--- config.mk ---
export PLATFORM = sky130hd
export DESIGN_NAME = ddr_frame_arbiter
export DESIGN_NICKNAME = d
export VERILOG_FILES = /design/src/rtl/ddr_frame_arbiter.sv
export SDC_FILE = /design/constraint.sdc
export NUM_CORES = 1
export LEC_CHECK = 0
export CAP_MARGIN = 20
export CORE_MARGIN = 3
export CORE_UTILIZATION = 42
export DETAILED_ROUTE_END_ITERATION = 8
export PLACE_DENSITY_LB_ADDON = 0.3
export SLEW_MARGIN = 20
export SYNTH_ARGS = -nofsm -noshare
export SYNTH_HDL_FRONTEND = slang
export SYNTH_SLANG_ARGS = --single-unit
--- constraint.sdc ---
create_clock -name clk -period 3.8 [get_ports clk]
set_input_delay 0.76 -clock clk [delete_from_list [all_inputs] [get_ports clk]]
set_output_delay 0.76 -clock clk [all_outputs]
set_load 0.01 [all_outputs]
--- src/rtl/ddr_frame_arbiter.sv ---
// Shares one DDR2 local port between four camera write channels and the VGA read channel.
// Fixed-length bursts; each channel ping-pongs between two frame buffers.
module ddr_arb_wr_chan #(
    parameter int PTR_W       = 10,
    parameter int FRAME_WORDS = 768,
    parameter int BURST_LEN   = 4
) (
    input  logic             clk,
    input  logic             rst,
    input  logic             frame_start,
    input  logic             active,
    input  logic             done,
    output logic [PTR_W-1:0] ptr,
    output logic             bank
);
    logic pend;

    always_ff @(posedge clk or posedge rst) begin
        if (rst) begin
            ptr  <= '0;
            bank <= 1'b0;
            pend <= 1'b0;
        end else if (done) begin
            // A frame start seen during the burst replaces the normal increment
            if (pend || frame_start) begin
                ptr  <= '0;
                bank <= ~bank;
            end else if (ptr == PTR_W'(FRAME_WORDS - BURST_LEN)) begin
                ptr <= '0;
            end else begin
                ptr <= ptr + PTR_W'(BURST_LEN);
            end
            pend <= 1'b0;
        end else if (frame_start) begin
            if (active) begin
                pend <= 1'b1;
            end else begin
                ptr  <= '0;
                bank <= ~bank;
            end
        end
    end
endmodule

module ddr_frame_arbiter #(
    parameter int DATA_W      = 32,
    parameter int ADDR_W      = 24,
    parameter int SIZE_W      = 3,
    parameter int BURST_LEN   = 4,
    parameter int FRAME_WORDS = 768
) (
    input  logic                clk,
    input  logic                rst,
    input  logic                ddr_init_done,
    input  logic [3:0]          wr_req,
    input  logic [3:0]          wr_frame_start,
    input  logic [4*DATA_W-1:0] wr_data,
    output logic [3:0]          wr_fifo_rden,
    input  logic                rd_req,
    input  logic                rd_frame_start,
    input  logic [1:0]          rd_sel,
    output logic                rd_fifo_wren,
    output logic [DATA_W-1:0]   rd_fifo_data,
    input  logic                local_ready,
    input  logic                local_rdata_valid,
    input  logic [DATA_W-1:0]   local_rdata,
    output logic [ADDR_W-1:0]   local_address,
    output logic [SIZE_W-1:0]   local_size,
    output logic                local_burstbegin,
    output logic                local_write_req,
    output logic                local_read_req,
    output logic [DATA_W-1:0]   local_wdata,
    output logic                busy
);
    localparam int PTR_W = $clog2(FRAME_WORDS);
    localparam int CNT_W = $clog2(BURST_LEN + 1);

    typedef enum logic [1:0] {IDLE, WR_BURST, RD_CMD, RD_WAIT} state_t;

    state_t                  state, state_n;
    logic [1:0]              last_grant, pick, scan_idx;
    logic                    found;
    logic [CNT_W-1:0]        beat_cnt;
    logic                    beat_last, wr_acc, rd_acc, wr_done, rd_done;
    logic [3:0][PTR_W-1:0]   wr_ptr;
    logic [3:0]              wr_bank, wr_active;
    logic [PTR_W-1:0]        rd_ptr;
    logic                    rd_bank, rd_pend;
    logic [1:0]              rd_ch;

    function automatic logic [ADDR_W-1:0] region_addr(input logic [1:0] ch, input logic bank,
                                                      input logic [PTR_W-1:0] ptr);
        return ADDR_W'({ch, bank}) * ADDR_W'(FRAME_WORDS) + ADDR_W'(ptr);
    endfunction

    for (genvar c = 0; c < 4; c++) begin : g_ch
        assign wr_active[c] = (state == WR_BURST) && (last_grant == 2'(c));
        ddr_arb_wr_chan #(.PTR_W(PTR_W), .FRAME_WORDS(FRAME_WORDS), .BURST_LEN(BURST_LEN)) u_chan (
            .clk         (clk),
            .rst         (rst),
            .frame_start (wr_frame_start[c]),
            .active      (wr_active[c]),
            .done        (wr_active[c] & wr_done),
            .ptr         (wr_ptr[c]),
            .bank        (wr_bank[c])
        );
    end

    assign beat_last = (beat_cnt == CNT_W'(BURST_LEN - 1));
    assign wr_acc    = (state == WR_BURST) && local_ready;
    assign rd_acc    = (state == RD_WAIT) && local_rdata_valid;
    assign wr_done   = wr_acc && beat_last;
    assign rd_done   = rd_acc && beat_last;
    assign busy      = (state != IDLE);

    // Round-robin scan starting just after the last granted channel
    always_comb begin
        found    = 1'b0;
        pick     = last_grant;
        scan_idx = last_grant;
        for (int i = 1; i <= 4; i++) begin
            scan_idx = last_grant + 2'(i);
            if (!found && wr_req[scan_idx]) begin
                found = 1'b1;
                pick  = scan_idx;
            end
        end
    end

    always_comb begin
        state_n = state;
        case (state)
            IDLE: if (ddr_init_done) begin
                if (rd_req)     state_n = RD_CMD;
                else if (found) state_n = WR_BURST;
            end
            WR_BURST: if (wr_done)     state_n = IDLE;
            RD_CMD:   if (local_ready) state_n = RD_WAIT;
            RD_WAIT:  if (rd_done)     state_n = IDLE;
            default:  state_n = IDLE;
        endcase
    end

    always_comb begin
        local_write_req  = 1'b0;
        local_read_req   = 1'b0;
        local_burstbegin = 1'b0;
        local_size       = '0;
        local_address    = '0;
        local_wdata      = '0;
        wr_fifo_rden     = '0;
        rd_fifo_wren     = 1'b0;
        rd_fifo_data     = '0;
        case (state)
            WR_BURST: begin
                local_write_req            = 1'b1;
                local_size                 = SIZE_W'(BURST_LEN);
                local_burstbegin           = (beat_cnt == '0);
                local_address              = region_addr(last_grant, wr_bank[last_grant], wr_ptr[last_grant]);
                local_wdata                = wr_data[last_grant*DATA_W +: DATA_W];
                wr_fifo_rden[last_grant]   = local_ready;
            end
            RD_CMD: begin
                local_read_req   = 1'b1;
                local_burstbegin = 1'b1;
                local_size       = SIZE_W'(BURST_LEN);
                local_address    = region_addr(rd_ch, rd_bank, rd_ptr);
            end
            RD_WAIT: begin
                rd_fifo_wren = local_rdata_valid;
                rd_fifo_data = local_rdata;
            end
            default: ;
        endcase
    end

    always_ff @(posedge clk or posedge rst) begin
        if (rst) begin
            state      <= IDLE;
            last_grant <= 2'd3;
            beat_cnt   <= '0;
            rd_ptr     <= '0;
            rd_bank    <= 1'b1;
            rd_ch      <= 2'd0;
            rd_pend    <= 1'b0;
        end else begin
            state <= state_n;
            if (state == IDLE && state_n == WR_BURST)
                last_grant <= pick;
            if (wr_acc || rd_acc)
                beat_cnt <= beat_last ? '0 : beat_cnt + 1'b1;
            // Display switches to the other bank of the selected channel (last finished frame)
            if (rd_done) begin
                if (rd_pend || rd_frame_start) begin
                    rd_ptr  <= '0;
                    rd_ch   <= rd_sel;
                    rd_bank <= ~wr_bank[rd_sel];
                end else if (rd_ptr == PTR_W'(FRAME_WORDS - BURST_LEN)) begin
                    rd_ptr <= '0;
                end else begin
                    rd_ptr <= rd_ptr + PTR_W'(BURST_LEN);
                end
                rd_pend <= 1'b0;
            end else if (rd_frame_start) begin
                if (state == RD_CMD || state == RD_WAIT) begin
                    rd_pend <= 1'b1;
                end else begin
                    rd_ptr  <= '0;
                    rd_ch   <= rd_sel;
                    rd_bank <= ~wr_bank[rd_sel];
                end
            end
        end
    end
endmodule

==> flow_summary.yaml <==
outcome:
  status: "complete, no violations"
synth:
  syn_avg_cell_area_sq_um: 9.52
  yosys.area.top_type: "dfrtp_1"
  synth_area_sq_um: 5560
  synth_most_common_cell: "and2_1"
  synth.top_cells.by_area: "dfrtp_1, mux4_2, and2_1"
  syn_inst: 584
  synth_common_cells: "and2_1, dfrtp_1, mux4_2, nand2_1, o21ai_0"
  synth.ff_latch_count: 59
  async_reset_ff_share_pct: 100
  synth_top_area_share_pct: 25.2
  yosysSeqAreaShare_pct: 26.6
  synth_cell_types: 59
  yosysWarnings: 0
  synth_edf_count: 0
  synth_ff_type: "dfrtp_1"
routing:
  first_iter_violations: 386
  drt-total-wl_um: 20200
  drc_errors: 0
  firstDrtPassIters: 5
  avgViaCountPerCell: 5.61
  wl_per_cell_um: 19.9
  vias: 5709
  ant_nets: 0
timing:
  setup_viol: 0
  clock.fmax_mhz: 276
  fin_setup_tns_ps: 0
  worst_pin_slew_ps: 880
  finalCritPeriodShare_pct: 95.5
  finalClockSkew_ps: 6.36
  slew_violations: 0
  fin_ws_ps: 172
  final.min_clock_period_ps: 3630
  rsz0062_at_grt: "no"
  slew_headroom_pct: 41.3
  hold_viol: 0
die:
  start_util_pct: 43.5
  io_pins: 277
  die_area_sq_um: 14700
  coreArea_sq_um: 12800
  row_count: 41
  die_y_um: 121
  fp.dieW_um: 121
grt:
  antenna_found_initial: 3
  grt_pass1_wl_um: 31000
  grt_use_total_pct: 27.2
  grt_max_degree: 44
  grt_pass1_vias: 5725
  globalRouteOverflowTotal: 0
critical_path:
  critPathArrivalTime_ps: 2870
  r2r-end: "g_ch[1].u_chan.ptr[9]"
  rrSetupSlack_ps: 900
  cp-end-kind: "output pin"
  worstSetupPathType: "reg -> out"
  worst_setup_path_start_kind: "flop"
  worstPathRequired_ps: 3040
  regToRegStartpoint: "last_grant[1]"
  cp_max_fo: 2
  ff2ff_path_depth: 8
cts:
  clockBufferDepth: 2
  clock_latency_ps: 330
  cts_buffers: 9
  ctsHoldBuffers: 0
  cts_tree: "yes"
  clock-sinks: 59
  clk_pin_slew_ps: 50
  h-tree-depth: 3
  clockRootBuffer: "clkbuf_16"
pwr:
  ir_drop_mv: 0.314
  power.density_nw_per_um2: 526
  power_mw: 4.55
  p_leak_nw: 3.47
place:
  portBuffers: 262
  dp_slack_ps: 97.1
  hpwl_um: 16100
  place.gp.congestion: 0.904
  placed_area_sq_um: 8280
hold_path:
  hold_start: "g_ch[2].u_chan.bank"
  hold-path-cell-count: 1
  hold_path_class: "reg -> reg"
  min_delay_worst_endpoint: "g_ch[2].u_chan.bank"
final_layout:
  final_design_area_no_fill_sq_um: 8640
  layout-drive-gt1-share_pct: 10.9
  fillers: 975
  syn_to_final_growth_pct: 55.4
  finalNetCount: 1047
flow_run:
  max_cap_violations: 0
critical path, stage by stage (launching register included):
cell and delay, ps:
dfstp_2 550, mux4_2 540, ha_1 340, fa_2 400
nand2_1 100, xnor2_1 110, a22oi_1 80, nor2b_1 140
dlygate4sd2_1 270
worst max path at each step:
stage / startpoint / end / slack (ps) / cells past startpoint
2_1_floorplan: last_grant[0] / local_address[11] / 170 / 10
3_3_place_gp: last_grant[0] / local_address[11] / 140 / 9
3_5_place_dp: last_grant[0] / local_address[11] / 100 / 9
4_1_cts: last_grant[0] / local_address[11] / 50 / 9
5_1_grt: last_grant[0] / local_address[11] / 30 / 9
6_report: last_grant[0] / local_address[12] / 170 / 8
cell families after synthesis:
kind of cell | synth area share [%]
multiplexers | 18.9
AND/OR/NAND/NOR | 23.8
AO/OA/AOI/OAI | 13.5
XOR/XNOR | 3.31
other | 0.0674
buffers and inverters | 5.83
adder cells (fa/ha/maj) | 7.97
flip-flops | 26.6
layout by cell type, fill, tap and decap left out, types with 14 or more instances in the layout:
cell type        Yosys  final
mux4_2              43     43
nor2_1              28     28
dfrtp_1             56     56
nor3_1              17     17
and2_1              72     72
nand2_1             43     43
conb_1               1     14
inv_1               21     20
ha_1                29     27
nor2b_1             14     14
o21ai_0             35     35
xnor2_1             15     15
a21oi_1             22     22
clkdlybuf4s50_1      0    257
nand3_1             24     24
a22oi_1             14     14
metal layers:
layer / wire length [um] / global-route usage (%) / up-vias
met3: 1350 / 5.55 / 37
met5: 0 / 0 / -
met2: 10900 / 49.2 / 255
li1: - / - / 2609
met1: 7370 / 31.6 / 2808
met4: 578 / 10.2 / 0
state kept, by name, indices dropped and copies added (netlist names):
register          count
g_ch.u_chan.ptr      32
rd_ptr                8
g_ch.u_chan.bank      4
g_ch.u_chan.pend      4
beat_cnt              3
last_grant            2
rd_ch                 2
state                 2
rd_bank               1
rd_pend               1
metrics by stage:
| stage | hold slack (ps) | util, % | cells |
|---|---|---|---|
| 3_3_place_gp | 472 | 64.9 | 996 |
| 5_1_grt | 526 | 67.6 | 1017 |
| 2_1_floorplan | 454 | - | 597 |
| 4_1_cts | 507 | 67.6 | 1014 |
| 6_report | 509 | 67.6 | 1017 |
| 3_5_place_dp | 498 | 64.9 | 996 |
where the power goes:
part	switching (mW)	leakage (nW)	total, mW	internal (mW)
Combinational	1.31	2.53	2.81	1.50
Clock	0.282	0.159	0.890	0.608
Sequential	0.113	0.778	0.851	0.738
Total	1.70	3.47	4.55	2.84
cell type report:
| type | count | area, sq um | area share (%) |
|---|---|---|---|
| well taps | 172 | 215 | 2.49 |
| diodes | 3 | 7.51 | 0.0869 |
| multi-input cells | 473 | 3820 | 44.2 |
| clock buffers | 12 | 256 | 2.97 |
| flip-flops and latches | 59 | 1480 | 17.1 |
| clock inverters | 4 | 72.6 | 0.840 |
| repair buffers | 273 | 2710 | 31.3 |
| inverters | 21 | 78.8 | 0.913 |
what timing repair did:
action / CTS / global route
setup endpoints to repair: 5 / 2
setup buffers: 2 / 0
hold endpoints to repair: 0 / 0
pin swaps: 1 / 0
resized for setup: 6 / 3
Power figures use the tool's default switching activity.
